### config.mk
export PLATFORM = sky130hd
export DESIGN_NAME = fifo_to_packet
export DESIGN_NICKNAME = d
export VERILOG_FILES = /design/src/rtl/fifo_to_packet.sv
export SDC_FILE = /design/constraint.sdc
export NUM_CORES = 1
export LEC_CHECK = 0
export ABC_CLOCK_PERIOD_IN_PS = 3650
export BUFFER_PORTS_ARGS = -buffer_cell sky130_fd_sc_hd__buf_2
export CAP_MARGIN = 20
export CORE_AREA = 2 2 209 211
export DETAILED_ROUTE_END_ITERATION = 10
export DIE_AREA = 0 0 211 213
export GPL_ROUTABILITY_DRIVEN = 0
export PLACE_DENSITY = 0.74
export SYNTH_ARGS = -nofsm -noshare
export SYNTH_HDL_FRONTEND = slang
export SYNTH_SLANG_ARGS = --single-unit
### constraint.sdc
create_clock -name iClk -period 3.65 [get_ports iClk]
set_input_delay 0.9125 -clock iClk [delete_from_list [all_inputs] [get_ports iClk]]
set_output_delay 0.9125 -clock iClk [all_outputs]
set_load 0.005 [all_outputs]
### src/rtl/fifo_to_packet.sv
// Assembles fixed-size packets from a FIFO word stream. Word 0 lands in the LSBs.
// A partial packet is dropped with a one-cycle oErr pulse if the FIFO starves mid-packet.
module fifo_to_packet #(
    parameter int pPacketSize    = 64,
    parameter int pFifoDataWidth = 2,
    parameter int pTimeout       = 256
) (
    input  logic                          iClk,
    input  logic                          iRst,
    output logic                          oRdEn,
    input  logic                          iRdEmpty,
    input  logic [pFifoDataWidth*8-1:0]   iRdData,
    output logic                          oPacketValid,
    output logic [pPacketSize*8-1:0]      oPacketData,
    input  logic                          iPacketAck,
    output logic                          oErr
);

    localparam int cWordWidth = pFifoDataWidth * 8;
    localparam int cWords     = pPacketSize / pFifoDataWidth;
    localparam int cIssWidth  = $clog2(cWords + 1);
    localparam int cCapWidth  = $clog2(cWords);
    localparam int cEmptyWidth = $clog2(pTimeout + 1);

    typedef enum logic [1:0] {RD, DRAIN, HOLD} stateT;

    stateT                  state;
    stateT                  stateNext;
    logic [cIssWidth-1:0]   rIss;
    logic [cCapWidth-1:0]   rCap;
    logic [cEmptyWidth-1:0] rEmptyCnt;
    logic                   rRdPend;
    logic                   lastIssue;
    logic                   lastCapture;
    logic                   timeoutHit;

    // Read data trails oRdEn by one cycle, so issue and capture are tracked separately.
    always_comb begin
        stateNext   = state;
        oRdEn       = 1'b0;
        lastIssue   = (rIss == cIssWidth'(cWords - 1));
        lastCapture = rRdPend && (rCap == cCapWidth'(cWords - 1));
        timeoutHit  = (state == RD) && iRdEmpty && (rIss != '0) &&
                      (rEmptyCnt == cEmptyWidth'(pTimeout - 1));
        case (state)
            RD: begin
                oRdEn = !iRdEmpty && !iRst;
                if (oRdEn && lastIssue) stateNext = DRAIN;
            end
            DRAIN: begin
                if (lastCapture) stateNext = HOLD;
            end
            HOLD: begin
                if (iPacketAck) stateNext = RD;
            end
            default: stateNext = RD;
        endcase
    end

    always_ff @(posedge iClk) begin
        if (iRst) state <= RD;
        else      state <= stateNext;
    end

    always_ff @(posedge iClk) begin
        if (iRst) begin
            rIss         <= '0;
            rCap         <= '0;
            rEmptyCnt    <= '0;
            rRdPend      <= 1'b0;
            oPacketValid <= 1'b0;
            oErr         <= 1'b0;
            oPacketData  <= '0;
        end else begin
            oErr    <= timeoutHit;
            rRdPend <= oRdEn;
            if (rRdPend) begin
                oPacketData[int'(rCap)*cWordWidth +: cWordWidth] <= iRdData;
                rCap <= rCap + 1'b1;
            end
            case (state)
                RD: begin
                    if (oRdEn) begin
                        rIss      <= rIss + 1'b1;
                        rEmptyCnt <= '0;
                    end else if (rIss != '0) begin
                        // A late capture still writes its slot, but the discard wins on rCap.
                        if (timeoutHit) begin
                            rIss      <= '0;
                            rCap      <= '0;
                            rEmptyCnt <= '0;
                        end else begin
                            rEmptyCnt <= rEmptyCnt + 1'b1;
                        end
                    end
                end
                DRAIN: begin
                    if (lastCapture) begin
                        oPacketValid <= 1'b1;
                        rCap         <= '0;
                    end
                end
                HOLD: begin
                    if (iPacketAck) begin
                        oPacketValid <= 1'b0;
                        rIss         <= '0;
                        rCap         <= '0;
                    end
                end
                default: ;
            endcase
        end
    end

endmodule

# --- Yosys cells after proc, flatten, opt, wreduce, memory -nomap -nowiden ---
# Cells that the tools add are included.
op_classes:
  addsub: 4
  n_eq_ne: 10
  shifts: 2
  n_mux: 24
  reduce_logical: 17
op_table:
  columns: ["cell", "n"]
  rows:
  - ["$bwmux 512", 1]
  - ["$shift 16x33->512 const A", 1]
  - ["$shiftx 16x33->512", 1]
  - ["$neg 9->33", 1]
  - ["$mux 5", 6]
  - ["$mux 9", 3]
  - ["$mux 6", 4]
  - ["$pmux 5 s3", 1]
  - ["$pmux 6 s2", 1]
  - ["$add 9x1->9 const B", 1]
  - ["$eq 9x8->1 const B", 1]
  - ["$add 6x1->6 const B", 1]
  - ["$eq 6x5->1 const B", 1]
  - ["$logic_and 1x1->1", 6]
  - ["$mux 2", 3]
  - ["$pmux 2 s3", 1]
  - ["$reduce_and 3->1", 2]
  - ["$reduce_bool 2->1", 3]
  - ["$reduce_bool 6->1", 1]
  - ["$add 5x1->5 const B", 1]
  - ["$eq 5x5->1 const B", 1]
  - ["$ne 2x2->1 const B", 2]
  - ["$reduce_and 4->1", 1]
  - ["$mux 1", 3]
  - ["9 further kinds", 10]
word_totals:
  ff_bits: 537
  inputBits: 20
  wordCells: 65

# --- Longest topological paths before layout ---
logic_depth:
  word_depth: 8
  mapped_depth: 14

# --- Worst setup path before layout ---
# Ideal clock, no wire load.
synth_path:
  kind: "reg-to-reg"
  from: "register rCap[0]"
  to: "register oPacketData[498]"
  setup_ps: 117
  arrival_ps: 3051
  t_required_ps: 3533
  path_slack_ps: 482
  path_stages_with_launch: 14
  n_path_buf: 4
  synth_period_minus_slack_ps: 3168
  cell_sequence: "dfxtp_1 buf_6 buf_2 inv_1 ha_1 buf_2 nor3b_1 ha_1 nor3b_2 o21ai_1 nor3_1 nor2_1 buf_2 a32o_1"
synth_between:
  elab_chain_cells: 3
  word_cells_on_any_way: 4
  cone_classes: "add/sub: 1; shift: 2; mux: 1"
synth_rtl:
  columns: ["element", "line", "text"]
  rows:
  - ["from (decl)", "30", "logic [cCapWidth-1:0] rCap;"]
  - ["from (signal assigned)", "79", "rCap <= rCap + 1'b1;"]
  - ["$neg 9->33 *", "78", "oPacketData[int'(rCap)*cWordWidth +: cWordWidth] <= iRdData;"]
  - ["$shiftx 16x33->512 or $shift 16x33->512 (tied branches)", "78", null]
  - ["$bwmux 512 *", "78", null]
  - ["to (signal, indexed assignment)", "78", null]
  - ["to (decl)", "14", "output logic [pPacketSize*8-1:0] oPacketData,"]
# Mark *: on every way between the ends. The rest lies on a longest branch, timed or not.
# A chain may end at the register's enable or synchronous reset.

# --- Final worst setup path ---
layout_path:
  from: "register rCap[1]"
  to: "register oPacketData[42]"
# Same word-level chain as after synthesis.

==> results <==
- The run finished with clean final reports.
- The number of max-slew violations in the final report is 0.
- The total routed wirelength is 81.8 mm.
- Based on the critical path, the design can be clocked at up to 288 MHz.
- The design draws 12.7 mW.
- In this run the deepest clock path goes through 3 buffers.
- The final cycle utilization of the critical path is 95.1%.
- The count of mapped cells out of synthesis is 2,550.
- For the worst-skew pair, the clock arrives at the later sink with an insertion delay of 0.61 ns.
- Setup violations remaining at the end of the flow were counted as 0.
- The H-tree was split into 2 levels.
- The die outline width is 211 microns.
- The share of post-route cells with drive strength above 1 is 25.2%.
- The mean area per synthesized cell is 8.24 sq um.
- The path type of the worst setup path is flip-flop to flip-flop.
- STA puts the critical path data arrival time at 3.99 ns.
- The floorplan die area is 44,900 sq um.
- The category of cells accounting for the largest share of critical-path delay is simple AND/OR/NAND/NOR gates.
- STA classifies the critical path startpoint as a flip-flop.
- By instance count, the cell type seen most on the critical path is sky130_fd_sc_hd__ha_1.
- The net count after synthesis is 2,577.
- The maximum single-stage delay on the critical path is 0.59 ns.
- Dividing the detail-routed wire length by the instance count gives 23.0 microns.
- After legalization and detailed placement, the total HPWL measured 56.9 mm.
- The final period demand of the worst path is 3.47 ns.
- In the global route stage, overall resource usage came out at 34.7%.
- The detailed router finished its first iteration with 2,303 violations.
- The tool flagged a number of max-cap violations equal to 0.
- The row count is 76.
- The number of gates resized after CTS was 0.
- Entering global routing, the biggest net connects 244 pins.
- The number of failing hold endpoints at the final stage was 0.
- In this run, distinct cell masters in the synthesized netlist total 66.
- The most common cell after layout, fill and taps aside is sky130_fd_sc_hd__dfxtp_1.
- For this configuration, the core starts out at a cell density of 49.2%.
- The layout has 3,801 filler cells.
- Setup repair after global routing left no endpoint under its margin.
- The aggregate global routing overflow is 0.
- The top cell types in the final layout, fill and taps aside, are sky130_fd_sc_hd__dfxtp_1, sky130_fd_sc_hd__nand2_1, sky130_fd_sc_hd__buf_2, sky130_fd_sc_hd__a21oi_1, sky130_fd_sc_hd__nand3_1.
- The area growth from synthesis to layout is 22.9%.
- The placeable core area is 42,700 sq um.
- The wire length of the first global-routing pass is 119 mm.
- The final worst clock skew is 0.0131 ns.
- After clock tree synthesis, the clock-pin slew on the worst setup and hold paths is 0.06 ns.
- The number of buffers created by CTS is 55.
- CTS saw 537 sinks.
- The worst-path maximum fanout is 22.
- The sequential standard cell area is 10,800 sq um.
- In this run the tool buffered the top-level ports with 534 buffer cells.
- The floorplan step set the die height to 213 microns.
- The pre-antenna-repair detailed-routing pass consisted of 8 iterations.
- The overall via count from detail_route is 21,384.
- The residual antenna-violating net count after detailed routing is 0.
- The via count of the first global-routing pass is 19,723.
- The most frequently used flop master after synthesis is sky130_fd_sc_hd__dfxtp_1.
- Summing the sequential cell areas from Yosys gives 51.1% of the chip area.
- The worst path buffer plus inverter count is 1.
- The power per unit of standard cell area is 490 nW/um^2.
- The largest individual stage delay along the critical path comes from the cell sky130_fd_sc_hd__dfxtp_1.
- In this run the cell area of the synthesized design comes to 21,000 sq um.
- The worst setup path is captured at a flip-flop.
- The number of buffers inserted for hold repair after clock tree synthesis is 0.
- The initial antenna violation count was 2.
- During synthesis, Yosys emitted a total of 0 warnings.
- The largest vdd supply drop is 0.000407 V.
- The type of the worst min-delay path is flip-flop to flip-flop.
- The number of flip-flops and latches in the synthesized netlist is 537.
- Traced cell by cell, the critical path runs through inv_1 -> ha_1 -> nor3b_1 -> ha_1 -> nand3b_1 -> nor3_2 -> nand2_1 -> or3_1 -> a21oi_1.
- In the routed design, unresolved DRC markers number 0.
- At the pin with the least slew margin, the transition time is 1.08 ns.
- In this run the clock root is driven by a sky130_fd_sc_hd__clkbuf_16.
- In this run the static leakage power is 10.4 nW.
- The CTS tree is yes.
- The via density per instance is 6.01.
- Hold timing on the final database bottoms out at a slack of 0.445 ns.
- The total area of multi-input combinational cells is 9230 sq um.
- Counting flops with a built-in enable in the synthesized netlist gives 0.
- The I/O pin count is 535.
- The remaining max-slew budget at the tightest pin is 28.2%.
- The required time of the worst setup path is 4.16 ns.
- Adding up every negative setup slack in the final design gives 0 ns.
- Buffers added to address setup during post-CTS repair amount to 0.
- The number of nets in the finished design is 2,999.
- After synthesis, the share of flip-flops with an asynchronous set or reset is 0%.
[path summary, 6_finish.rpt]
path | from | end | slack, ns | cells after the start
worst max register to register | rCap[1]$_SDFF_PP0_ | oPacketData[42]$_SDFFE_PP0P_ | 0.18 | 9
worst max-delay path | rCap[1]$_SDFF_PP0_ | oPacketData[42]$_SDFFE_PP0P_ | 0.18 | 9
worst min-delay path | oPacketData[184]$_SDFFE_PP0P_ | oPacketData[184]$_SDFFE_PP0P_ | 0.44 | 2
worst min register to register | oPacketData[184]$_SDFFE_PP0P_ | oPacketData[184]$_SDFFE_PP0P_ | 0.44 | 2
[cells in the mapped netlist, drive strengths merged, types with 7 or more instances]
cell type	number	share of area (%)
o41ai	24	1.3
or3	52	1.5
nand4	93	2.8
a31o	24	1.0
a22o	12	0.50
nand2b	11	0.33
a31oi	10	0.30
a21oi	427	10
nand3b	27	0.96
nor3b	26	0.95
a32o	13	0.62
nor3	31	1.0
clkbuf	153	2.7
mux2i	23	1.1
and3	12	0.36
ha	7	0.42
inv	10	0.18
dfxtp	537	51
buf	84	2.2
nand2	537	9.6
nand3	249	6.0
o21ai	7	0.17
nor2	131	2.4
[cell families after synthesis]
family / count (synthesis) / share of synthesized area (%)
xor gates and xnor gates: 11 / 0.494
DFF: 537 / 51.1
and+or+nand+nor: 1192 / 27.0
buffers and inverters: 247 / 5.14
adders and majority gates: 7 / 0.417
muxes: 23 / 1.10
AOI/OAI and AO/OA: 533 / 14.8
[sequential cells by signal (all words and copies together), names as in the netlist]
register      cells
rRdPend           1
rCap              5
oPacketValid      1
state             2
oPacketData     512
oErr              1
rIss              6
rEmptyCnt         9
[routing by layer]
| metal | up-vias | GRT usage (%) | part of all wire [%] |
|---|---|---|---|
| li1 | 9682 | - | - |
| met1 | 10222 | 43.8 | 39 |
| met2 | 1248 | 55.2 | 46 |
| met3 | 232 | 9.06 | 10 |
| met4 | 0 | 16.9 | 5.2 |
| met5 | - | 0 | 0 |
[per-stage QoR]
stage / instances / util, % / cell area, sq um / worst slack, ns
after floorplan: 2550 / - / 21000 / 0.482
after global placement: 3460 / 56.0 / 23900 / 0.444
after detailed placement: 3460 / 56.0 / 23900 / 0.317
after CTS: 3558 / 60.5 / 25800 / 0.296
after global routing: 3560 / 60.5 / 25800 / 0.0260
final: 3560 / 60.5 / 25800 / 0.177
[final cells by class]
type                    instances  area share [%]
diodes                          1         0.00969
clock buffers                  78            6.21
clock inverters                20            1.13
inverters                      10           0.145
multi-input cells            1766            35.7
flip-flops and latches        537            41.6
well taps                     546            2.64
repair buffers                602            12.5
[tightest hold or removal path, cell delays in order, from the launching register on]
cell and delay [ns]:
sky130_fd_sc_hd__dfxtp_1 0.30, sky130_fd_sc_hd__nand2_1 0.05, sky130_fd_sc_hd__a21oi_1 0.05
[report_power, final]
group / leakage [nW] / total, mW / switching, mW / internal (mW)
combinational: 5.19 / 0.832 / 0.673 / 0.159
clock: 0.923 / 5.93 / 2.38 / 3.55
sequential: 4.32 / 5.90 / 0.0215 / 5.88
total: 10.4 / 12.7 / 3.07 / 9.59
Power figures use the tool's default switching activity.
